## config.mk

```make
export PLATFORM = sky130hd
export DESIGN_NAME = countdown_sequencer
export DESIGN_NICKNAME = d
export VERILOG_FILES = /design/src/rtl/countdown_ctrl_pkg.sv /design/src/rtl/key_edge.sv /design/src/rtl/countdown_sequencer.sv
export SDC_FILE = /design/constraint.sdc
export NUM_CORES = 1
export LEC_CHECK = 0
export ABC_AREA = 1
export CORE_MARGIN = 3
export CORE_UTILIZATION = 55
export DETAILED_ROUTE_END_ITERATION = 16
export DONT_BUFFER_PORTS = 1
export GPL_TIMING_DRIVEN = 1
export PLACE_DENSITY = 0.7
export SLEW_MARGIN = 40
export SYNTH_ARGS = -nofsm -noshare
export SYNTH_HDL_FRONTEND = slang
export SYNTH_HIERARCHICAL = 1
export SYNTH_SLANG_ARGS = --single-unit
```

## constraint.sdc

```tcl
create_clock -name CLK -period 2.3 [get_ports CLK]
set_input_delay 0.46 -clock CLK [delete_from_list [all_inputs] [get_ports CLK]]
set_output_delay 0.46 -clock CLK [all_outputs]
set_load 0.02 [all_outputs]
```

## src/rtl/countdown_ctrl_pkg.sv

```systemverilog
// Shared types and constants for the countdown front-panel controller.
package countdown_ctrl_pkg;

  typedef enum logic [2:0] {
    S_IDLE  = 3'd0,
    S_SET   = 3'd1,
    S_RUN   = 3'd2,
    S_PAUSE = 3'd3,
    S_ALARM = 3'd4
  } state_t;

  // Key vector layout
  localparam int unsigned KEY_N     = 4;
  localparam int unsigned KEY_START = 0;
  localparam int unsigned KEY_SET   = 1;
  localparam int unsigned KEY_UP    = 2;
  localparam int unsigned KEY_DOWN  = 3;

  // Default parameter values
  localparam int unsigned CD_DEFAULT_SECS = 60;
  localparam int unsigned CD_MAX_SECS     = 5999;
  localparam int unsigned CD_STEP         = 1;
  localparam int unsigned CD_ALARM_TICKS  = 30;

endpackage

```

## src/rtl/key_edge.sv

```systemverilog
// Registered rising-edge detector for debounced key levels.
module key_edge #(
  parameter int unsigned W = 4
) (
  input  logic         clk,
  input  logic         rst_n,
  input  logic [W-1:0] level,
  output logic [W-1:0] rise
);

  logic [W-1:0] prev_q;

  // Previous level resets high so a key held through reset gives no event
  always_ff @(posedge clk or negedge rst_n) begin
    if (!rst_n) begin
      prev_q <= '1;
      rise   <= '0;
    end else begin
      prev_q <= level;
      rise   <= level & ~prev_q;
    end
  end

endmodule

```

## src/rtl/countdown_sequencer.sv

```systemverilog
// Front-panel controller: key events drive preset editing, run/pause and alarm.
module countdown_sequencer
  import countdown_ctrl_pkg::*;
#(
  parameter int unsigned DEFAULT_SECS = CD_DEFAULT_SECS,
  parameter int unsigned MAX_SECS     = CD_MAX_SECS,
  parameter int unsigned STEP         = CD_STEP,
  parameter int unsigned ALARM_TICKS  = CD_ALARM_TICKS
) (
  input  logic        CLK,
  input  logic        resetN,
  input  logic        tick,
  input  logic        keyStartStop,
  input  logic        keySet,
  input  logic        keyUp,
  input  logic        keyDown,
  input  logic        done,
  output logic [31:0] initialValue,
  output logic        start,
  output logic        change,
  output logic        active,
  output logic        alarm,
  output logic [2:0]  state
);

  localparam int unsigned PRESET_W = $clog2(MAX_SECS + 1);
  localparam int unsigned ALARM_W  = $clog2(ALARM_TICKS + 1);

  logic [KEY_N-1:0]    keys;
  logic [KEY_N-1:0]    edges;
  logic [KEY_N-1:0]    sel;
  state_t              fsm_q;
  logic [PRESET_W-1:0] preset_q;
  logic [PRESET_W-1:0] preset_up;
  logic [PRESET_W-1:0] preset_dn;
  logic [ALARM_W-1:0]  alarm_cnt_q;
  logic                change_q;
  logic                alarm_q;
  logic [31:0]         init_q;

  // Gather key levels into the package layout
  always_comb begin
    keys            = '0;
    keys[KEY_START] = keyStartStop;
    keys[KEY_SET]   = keySet;
    keys[KEY_UP]    = keyUp;
    keys[KEY_DOWN]  = keyDown;
  end

  key_edge #(.W(KEY_N)) u_key_edge (
    .clk   (CLK),
    .rst_n (resetN),
    .level (keys),
    .rise  (edges)
  );

  // Pick one event per cycle; none while a reload pulse is out, so change never repeats
  always_comb begin
    sel = '0;
    if (!change_q) begin
      if (edges[KEY_START])     sel[KEY_START] = 1'b1;
      else if (edges[KEY_SET])  sel[KEY_SET]   = 1'b1;
      else if (edges[KEY_UP])   sel[KEY_UP]    = 1'b1;
      else if (edges[KEY_DOWN]) sel[KEY_DOWN]  = 1'b1;
    end
  end

  // Saturating preset step up/down
  always_comb begin
    preset_up = PRESET_W'(MAX_SECS);
    preset_dn = '0;
    if (32'(preset_q) + STEP < MAX_SECS) preset_up = PRESET_W'(32'(preset_q) + STEP);
    if (32'(preset_q) >= STEP)           preset_dn = PRESET_W'(32'(preset_q) - STEP);
  end

  // Controller FSM with preset, reload pulse and alarm counter
  always_ff @(posedge CLK or negedge resetN) begin
    if (!resetN) begin
      fsm_q       <= S_IDLE;
      preset_q    <= PRESET_W'(DEFAULT_SECS);
      init_q      <= 32'(DEFAULT_SECS);
      change_q    <= 1'b0;
      alarm_q     <= 1'b0;
      alarm_cnt_q <= '0;
    end else begin
      change_q <= 1'b0;
      unique case (fsm_q)
        S_IDLE: begin
          if (sel[KEY_START]) begin
            if (preset_q != '0) begin
              fsm_q    <= S_RUN;
              change_q <= 1'b1;
            end
          end else if (sel[KEY_SET]) begin
            fsm_q <= S_SET;
          end
        end
        S_SET: begin
          if (sel[KEY_SET]) begin
            fsm_q    <= S_IDLE;
            change_q <= 1'b1;
          end else if (sel[KEY_UP]) begin
            preset_q <= preset_up;
            init_q   <= 32'(preset_up);
          end else if (sel[KEY_DOWN]) begin
            preset_q <= preset_dn;
            init_q   <= 32'(preset_dn);
          end
        end
        S_RUN: begin
          if (done) begin
            fsm_q       <= S_ALARM;
            alarm_q     <= 1'b1;
            alarm_cnt_q <= '0;
          end else if (sel[KEY_START]) begin
            fsm_q <= S_PAUSE;
          end
        end
        S_PAUSE: begin
          if (sel[KEY_START]) begin
            fsm_q <= S_RUN;
          end else if (sel[KEY_SET]) begin
            fsm_q    <= S_IDLE;
            change_q <= 1'b1;
          end
        end
        S_ALARM: begin
          if ((|sel) || (tick && alarm_cnt_q == ALARM_W'(ALARM_TICKS - 1))) begin
            fsm_q       <= S_IDLE;
            change_q    <= 1'b1;
            alarm_q     <= 1'b0;
            alarm_cnt_q <= '0;
          end else if (tick) begin
            alarm_cnt_q <= alarm_cnt_q + ALARM_W'(1);
          end
        end
        default: fsm_q <= S_IDLE;
      endcase
    end
  end

  assign start        = tick & (fsm_q == S_RUN);
  assign change       = change_q;
  assign active       = 1'b1;
  assign alarm        = alarm_q;
  assign state        = fsm_q;
  assign initialValue = init_q;

endmodule

```

; Word-level counts from Yosys, hierarchy flattened
; Index checks and enable logic that the tools add are counted.
[totals]
register_bits = 63
inputBits = 8
[op_classes]
add_sub_neg = 3
n_lt_le_gt_ge = 2
n_eq_ne = 11
n_mux = 36
bitwise_logic = 4
reduce_logical = 11
[op_table]
columns = operator, count
row1 = 32-bit two-way mux, 2
row2 = 13-bit two-way mux, 4
row3 = 32-bit by 13-bit < comparator with 1-bit output (second input constant), 1
row4 = 3-bit two-way mux, 9
row5 = 5-bit two-way mux, 3
row6 = 3-bit one-hot mux with 5 select lines, 1
row7 = 13-bit by 1-bit adder with 14-bit output (second input constant), 1
row8 = 13-bit by 1-bit greater-or-equal comparator with 1-bit output (second input constant), 1
row9 = 13-bit nonzero test, 1
row10 = 13-bit by 1-bit subtractor with 13-bit output (second input constant), 1
row11 = 1-bit two-way mux, 12
row12 = 3-bit != test (second input constant), 4
row13 = 5-bit one-hot mux with 2 select lines, 1
row14 = 3-bit AND reduction, 3
row15 = 3-bit by 2-bit == test with 1-bit output (second input constant), 2
row16 = 5-bit by 1-bit adder with 5-bit output (second input constant), 1
row17 = 5-bit == test (second input constant), 1
row18 = 4-bit AND, 1
row19 = 4-bit two-way mux, 1
row20 = 2-bit != test (second input constant), 2
row21 = 4-bit inverter, 1
row22 = 1-bit one-hot mux with 4 select lines, 1
row23 = 4-bit AND reduction, 1
row24 = 2-bit nonzero test, 2
row25 = other kinds (10), 10

; Longest topological paths before layout
; Gate-level depths: netlist (run 1).
[depth]
depth_word = 9
mapped_depth = 15
ltp_nobuf = 15

; Hierarchy
; The synthesis (run 1) kept the hierarchy.
[by_module_without_submodules]
columns = mod, instances, cells_each, area_each_um2
row1 = countdown_sequencer, 1, 338, 2219.6
row2 = key_edge, 1, 16, 245.2

; Worst setup path after synthesis (run 1)
; Ideal clock, no wire load.
[synth_timing]
path_type = reg-to-reg
from = register initialValue[1] (netlist name)
to = register init_q[0], in the netlist initialValue[0]
setup_time_ps = 65
arrival_ps = 1738
slack_ps = 497
path_stages_with_launch = 14
path_buffers = 0
synth_period_minus_slack_ps = 1803
cell_sequence = dfrtp_1 -> ha_1 -> nand3_1 -> nor2_1 -> nand3_1 -> nand2_1 -> nand2_1 -> nor2_2 -> nand3_2 -> nand2_2 -> nand2_4 -> nand2_1 -> nand2_1 -> nand2_1
[synth_lines]
columns = item, line
row1 = to (signal assigned), countdown_sequencer.sv:81  ; init_q <= 32'(DEFAULT_SECS);
row2 = to (signal assigned), countdown_sequencer.sv:104  ; init_q <= 32'(preset_up);
row3 = to (signal assigned), countdown_sequencer.sv:107  ; init_q <= 32'(preset_dn);
row4 = to (decl), countdown_sequencer.sv:39  ; logic [31:0] init_q;

==> summary.md, run 1 <==
| Metric | Value |
|---|---|
| Final WL | approximately 5700 um |
| DPL Wire Length | 4289 um |
| Clock Power Share | between 10% and 20% |
| Sink Count | 31 |
| Setup tns final | 0 ns |
| Vias in the first global route | 2060 |
| Minimum clock period | 2.002 ns |
| Via count | ~2.2k |
| Chip Height | between 70 and 80 um |
| Total power | 3.120 mW |
| FILL cells | slightly above 400 |
| Num CTS Buffers | 5 |
| Antenna diode count | 0 |
| Seq/Total Area, Yosys | a little under a third |
| Worst EP arrival | 2.18 ns |
| WL/cell | 13.76 um |
| Syn avg cell area | 6.963 sq um |
| CORE AREA | ~4200 sq um |
| Fin nets | roughly 380 |
| DRC violations left | 0 |
| Largest net degree at the start of global routing | 24 |
| Crit path capture type | register |
| # Post-CTS Setup Buffers | 0 |
| Post-synthesis cell area | approximately 2500 sq um |
| Reg area | approximately 800 sq um |
| Drt pass-1 iters | 4 |
| Comb pwr share | roughly 47% |
| Row cnt | 23 |
| Clock-pin slew on the worst setup and hold paths | around 0.060 ns |
| Sw frac | between 40% and 50% |
| Post_cts resized | 0 |
| First-pass GRT wire length | between 9000 and 10000 um |
| RSZ-0062 raised after global routing | false |
| Worst R2R Path Depth | 13 |
| Yosys cell types | 37 |
| Min setup slack post-route | 0.2979 ns |
| Layout area overhead | 6.345% |
| CP Max Fanout | 11 |
| Layout Skew | ~0.0024 ns |
| Switching Power | ~1.5 mW |
| GRT overflow | 0 |
| Peak Freq | roughly 0.5 GHz |
| Post-synth top flop | dfrtp_1 |
| Yosys Warn Count | 6 |
| CTS tree | built |
| Req. time, crit path | 2.48 ns |
| Synth Instances | approximately 350 |
| Status | finished, final reports clean |
| Share of cells above drive strength 1 | 14.56% |
| IO Port Bufs | 0 |
| Vias per cell | 5.283 |
| Leak pwr | 1.328 nW |
| Multi-input gate area | between 1000 and 1500 sq um |
| Longest Clk Path Bufs | 2 |
| Crit share post-route | between 80% and 90% |
| Chip width | 72.95 um |
| I/O pin count | 47 |
| CTS root buf | clkbuf_8 |
| Total die area | roughly 5300 sq um |
| Final ANT Viol Nets | 0 |
| Pre-CTS setup slack | just over 0.3 ns |
| Max-cap check violation count | 0 |
| Int Pwr | 1.585 mW |
| Initial Utilization | 59.07% |
| Hold buffers post-CTS | 2 |
| Final Setup Violations | 0 |
| Gpl congestion | around 0.91 |
| Slew Limit Fails | 0 |
| Max H-tree Level | 2 |
| Seq pwr share | 35.2% |
| CP Class | reg2reg |
| DRT iter0 DRCs | 172 |
| Ys async rst share | 100.0% |
| EDFF count, synth | 0 |
| #FFs+latches synth | 31 |
| Initial antenna violation count | 0 |
| Hold WC Path Type | in2async |
| Pwr Density | about 1200 nW/um^2 |
| Setup crit start kind | register |
| Clk Latency, worst-skew pair | around 0.28 ns |
| VDD IR max | approximately 0.00073 V |
| Final hold vios | 0 |
| GR Util All Layers | a little under a quarter |
## placed cells by master, fill, tap and decap left out, drive strengths merged
cell and instances:
a211oi 1, a21oi 20, a22oi 2, a31oi 2, and3 2, buf 9, bufinv 1, clkbuf 6
clkinv 1, conb 20, dfrtp 23, dfstp 8, dlygate4sd3 2, ha 7, inv 48, nand2 73
nand3 28, nand3b 2, nand4 9, nor2 59, nor3 11, o21a 1, o21ai 15, o21bai 1
o22ai 1, o311ai 1, or2 1, xnor2 1, xor2 9
## final timing paths
check	start	to	slack (ns)
min in group CLK	keySet	u_key_edge/prev_q[1]	0.17
worst min register to register	u_key_edge/prev_q[0]	u_key_edge/rise[0]	0.48
max in group asynchronous	resetN	u_key_edge/rise[2]	1.55
worst min-delay path	resetN	initialValue[5]	0.01
worst max-delay path	initialValue[2]	initialValue[0]	0.30
worst max register to register	initialValue[2]	initialValue[0]	0.30
## power by group through the flow
stage / Sequential [mW] / Combinational, mW / Clock (mW)
4_1_cts: 1.10 / 1.46 / 0.570
5_1_grt: 1.14 / 1.67 / 0.592
2_1_floorplan: 1.09 / 1.14 / 0
3_5_place_dp: 1.11 / 1.43 / 0
6_report: 1.10 / 1.46 / 0.558
3_3_place_gp: 1.10 / 1.42 / 0
## worst max-delay path, cell delays in order (launching register included)
cell and delay (ns):
dfstp_2 0.70, nand2_1 0.12, nor2_2 0.21, nand2_1 0.08, nand2_1 0.09, nand2_1 0.06, nand3_1 0.06, nand2_1 0.07
nand3_2 0.12, nand2_2 0.07, nand2_4 0.14, nand2_1 0.07, nand2_1 0.05, nand2_1 0.04
## Yosys cell counts (all sizes together), types with 7 or more instances
master	n	area (sq um)
nand2	73	294.0
nor2	59	264.0
inv	48	180.2
nand3	28	150.1
buf	25	183.9
dfrtp	23	575.6
a21oi	20	118.9
o21ai	15	75.07
nor3	11	66.32
nand4	9	56.30
xor2	9	78.83
dfstp	8	210.2
ha	7	87.58
## cell type report
class | instances | area share [%]
well taps | 50 | 2.387
inverters | 48 | 6.874
clock inverters | 2 | 1.337
clock buffers | 6 | 3.150
repair buffers | 11 | 3.819
multi-input cells | 266 | 52.46
flip-flops and latches | 31 | 29.98
## metal layers
layer | up-vias | share of wire (%) | global-route usage, %
li1 | 1104 | - | -
met1 | 1005 | 46 | 31.62
met2 | 71 | 45 | 35.77
met3 | 7 | 7.5 | 6.061
met4 | 0 | 1.4 | 8.811
met5 | - | 0 | 0
## sequential cells by signal, summed over array words and instances (netlist names)
name               count
alarm                  1
u_key_edge/rise        4
initialValue          13
alarm_cnt_q            5
change                 1
u_key_edge/prev_q      4
state                  3
## metrics by stage
| stage | hold WS (ns) | cells | area, sq um | utilization [%] |
|---|---|---|---|---|
| floorplan | 0.1644 | 372 | 2532 | - |
| global placement | 0.1651 | 403 | 2464 | 59.04 |
| detailed placement | 0.1652 | 403 | 2464 | 59.04 |
| CTS | 0.005534 | 413 | 2611 | 62.58 |
| global route | 0.0004828 | 414 | 2621 | 62.82 |
| finish | 0.01458 | 414 | 2621 | 62.82 |
## kinds of logic (layout without fill, tap and decap cells)
kind of cell | Yosys count | after routing | share of synthesized area [%]
and+or+nand+nor | 185 | 185 | 35.08
buffers and inverters | 75 | 67 | 15.08
AOI/OAI and AO/OA | 44 | 44 | 10.56
DFF | 31 | 31 | 31.88
xor gates and xnor gates | 10 | 10 | 3.554
adders and majority gates | 7 | 7 | 3.553
other | 2 | 20 | 0.3047
Power figures use the tool's default switching activity.
==> run 2: changes to the inputs <==
Settings changed: SYNTH_HIERARCHICAL 1 to default.
==> summary.md, run 2 <==
| Metric | Value |
|---|---|
| Status | finished, final reports clean |
| Slowest stage cell, crit path | dfstp_2 |
| Final Setup Violations | 0 |
| Worst R2R Path Depth | 11 |
| Commonest cells after routing, fill and taps aside | nand2_1 (67), inv_1 (52), nor2_1 (46) |
| Total die area | around 5500 sq um |
| Max FFs per register | 13 |
| Reg area | just under 800 sq um |
| Hold buffers post-CTS | 2 |
| Initial antenna violation count | 0 |
| Design area | 2659 sq um |
| #FFs+latches synth | 31 |
| Share of cells above drive strength 1 | ~18% |
| GR Util All Layers | between 20% and 30% |
| CTS tree | built |
| Layout Skew | 0.004220 ns |
| R2R Path End | initialValue[8] |
| Clock-pin slew on the worst setup and hold paths | 0.07 ns |
| FILL cells | ~420 |
| Register-to-Register Setup Slack | between 0.2 and 0.25 ns |
| Crit share post-route | about nine tenths |
| Max H-tree Level | 2 |
| EDFF count, synth | 0 |
| Chip width | 74.38 um |
| # Post-CTS Setup Buffers | 0 |
| Setup crit start kind | register |
| Setup crit start | initialValue[3] |
| Setup tns final | 0 ns |
| Multi-input gate area | between 1000 and 1500 sq um |
| VDD IR max | about 0.00066 V |
| Longest Clk Path Bufs | 2 |
| CORE AREA | 4444 sq um |
| Vias per cell | 5.068 |
| Area fraction of the dominant cell type after synthesis | ~22% |
| Gpl congestion | roughly 0.85 |
| Max-cap check violation count | 0 |
| Minimum clock period | around 2 ns |
| Leak pwr | 1.345 nW |
| First-pass GRT wire length | approximately 9200 um |
| Via count | between 2k and 2.5k |
| CP Class | reg2reg |
| Pre-CTS setup slack | approximately 0.25 ns |
| Initial Utilization | around 58% |
| Vias in the first global route | about 1.9k |
| Yosys Warn Count | 0 |
| Post-synth top flop | dfrtp_1 |
| Req. time, crit path | ~2.5 ns |
| Antenna diode count | 0 |
| Yosys cell types | around 40 |
| DRC violations left | 0 |
| Post-synthesis cell area | roughly 2600 sq um |
| Layout area overhead | 3.406% |
| Worst path cell trace | nand2_1, nor2_2, nand3_2, xor2_2, inv_2, a21boi_2, nand2_4, nand2_8, nand3_2, nand2_1, inv_1 |
| Hold slack | 0.1611 ns |
| Largest net degree at the start of global routing | 28 |
| Synth cell count leaders | nand2_1 (67), inv_1 (52), nor2_1 (46) |
| Fin nets | roughly 370 |
| Syn avg cell area | between 7 and 8 sq um |
| Synth area leader | dfrtp_1 |
| Num CTS Buffers | 5 |
| DPL Wire Length | around 4100 um |
| Critical path depth in cells | 11 |
| Sink Count | 31 |
| DRT iter0 DRCs | roughly 180 |
| Area after DPL | 2540 sq um |
| Critical path endpoint | initialValue[8] |
| Chip Height | roughly 74 um |
| Crit path max-delay family | simple AND/OR/NAND/NOR gates |
| RSZ-0062 raised after global routing | false |
| Worst EP arrival | between 2 and 2.5 ns |
| Clk Latency, worst-skew pair | 0.29 ns |
| Drt pass-1 iters | 5 |
| Pwr Density | about 1200 nW/um^2 |
| Min setup slack post-route | about 0.24 ns |
| WL/cell | between 10 and 15 um |
| I/O pin count | 47 |
| Placed cell count | about 400 |
| Peak Freq | 0.4861 GHz |
| Ys async rst share | 100.0% |
| Area contributors post-synth | dfrtp_1 (22%), nand2_1 (9.8%), dfstp_2 (8.2%) |
| GRT overflow | 0 |
| Max stage delay on crit path | between 0.7 and 0.8 ns |
| Post_cts resized | 0 |
| CP Max Fanout | 10 |
| CTS root buf | clkbuf_8 |
| Row cnt | 24 |
| Synth Instances | 350 |
| Final WL | between 5000 and 6000 um |
| WP buf/inv | 2 |
| Final hold vios | 0 |
| Final ANT Viol Nets | 0 |
| Seq/Total Area, Yosys | a little under a third |
| Most common cell in the netlist | nand2_1 |
| Crit path capture type | register |
| IO Port Bufs | 0 |
| Worst r2r src | initialValue[3] |
| Commonest non-fill, non-tap cell in the layout | nand2_1 |
| Cell Count, Final, Fillers Out | 409 |
| Hold WC Path Type | in2reg |
| Slew Limit Fails | 0 |
==> run 2: changes by cell type after synthesis, moves of 5 or more <==
cell,delta
nand3_2,+7
nor3_1,-5
inv_1,+5
nand3_1,-8
a21oi_1,-8
==> run 2: metal layers <==
layer | track usage (%) | part of all wire (%) | up-vias
met5 | 0 | 0 | -
met4 | 7.312 | 0.58 | 0
met3 | 5.000 | 6.3 | 2
met2 | 34.54 | 48 | 62
met1 | 29.76 | 45 | 944
li1 | - | - | 1065
==> run 2: cell families (layout without fill, tap and decap cells) <==
family | count (synthesis) | count (layout) | share of synthesized area [%]
buffers and inverters | 85 | 74 | 16.69
adder cells (fa/ha/maj) | 7 | 7 | 3.406
other | 2 | 20 | 0.2921
flip-flops | 31 | 31 | 30.56
AO/OA/AOI/OAI | 37 | 37 | 9.344
AND/OR/NAND/NOR | 171 | 171 | 33.53
multiplexers | 1 | 1 | 0.4379
XOR/XNOR | 16 | 16 | 5.742
==> run 2: worst min path at each step <==
stage / cells after the start / startpoint / end / slack, ns
6_report: 0 / keySet / u_key_edge.prev_q[1] / 0.16
5_1_grt: 0 / keyStartStop / u_key_edge.prev_q[0] / 0.14
4_1_cts: 0 / keyStartStop / u_key_edge.prev_q[0] / 0.15
3_5_place_dp: 0 / resetN / alarm / 0.16
3_3_place_gp: 0 / resetN / alarm / 0.17
2_1_floorplan: 0 / resetN / alarm / 0.16
==> run 2: layout make-up <==
type | count | share of cell area (%)
clock buffer | 5 | 2.588
clock inverter | 3 | 0.7529
sequential | 31 | 29.55
inverter | 58 | 8.282
multi-input combinational | 252 | 53.55
tap | 52 | 2.447
timing repair buffer | 8 | 2.824
==> run 2: where the power goes <==
group | internal [mW] | total [mW] | switching [mW]
clock network | 0.210 | 0.433 | 0.223
registers | 0.749 | 1.22 | 0.475
logic | 0.582 | 1.62 | 1.04
==> run 2: stage by stage <==
step	util [%]	power, mW
after floorplan	-	2.538
final	59.83	3.278
after detailed placement	57.15	2.831
after CTS	59.83	3.304
after global routing	59.83	3.589
after global placement	57.15	2.793
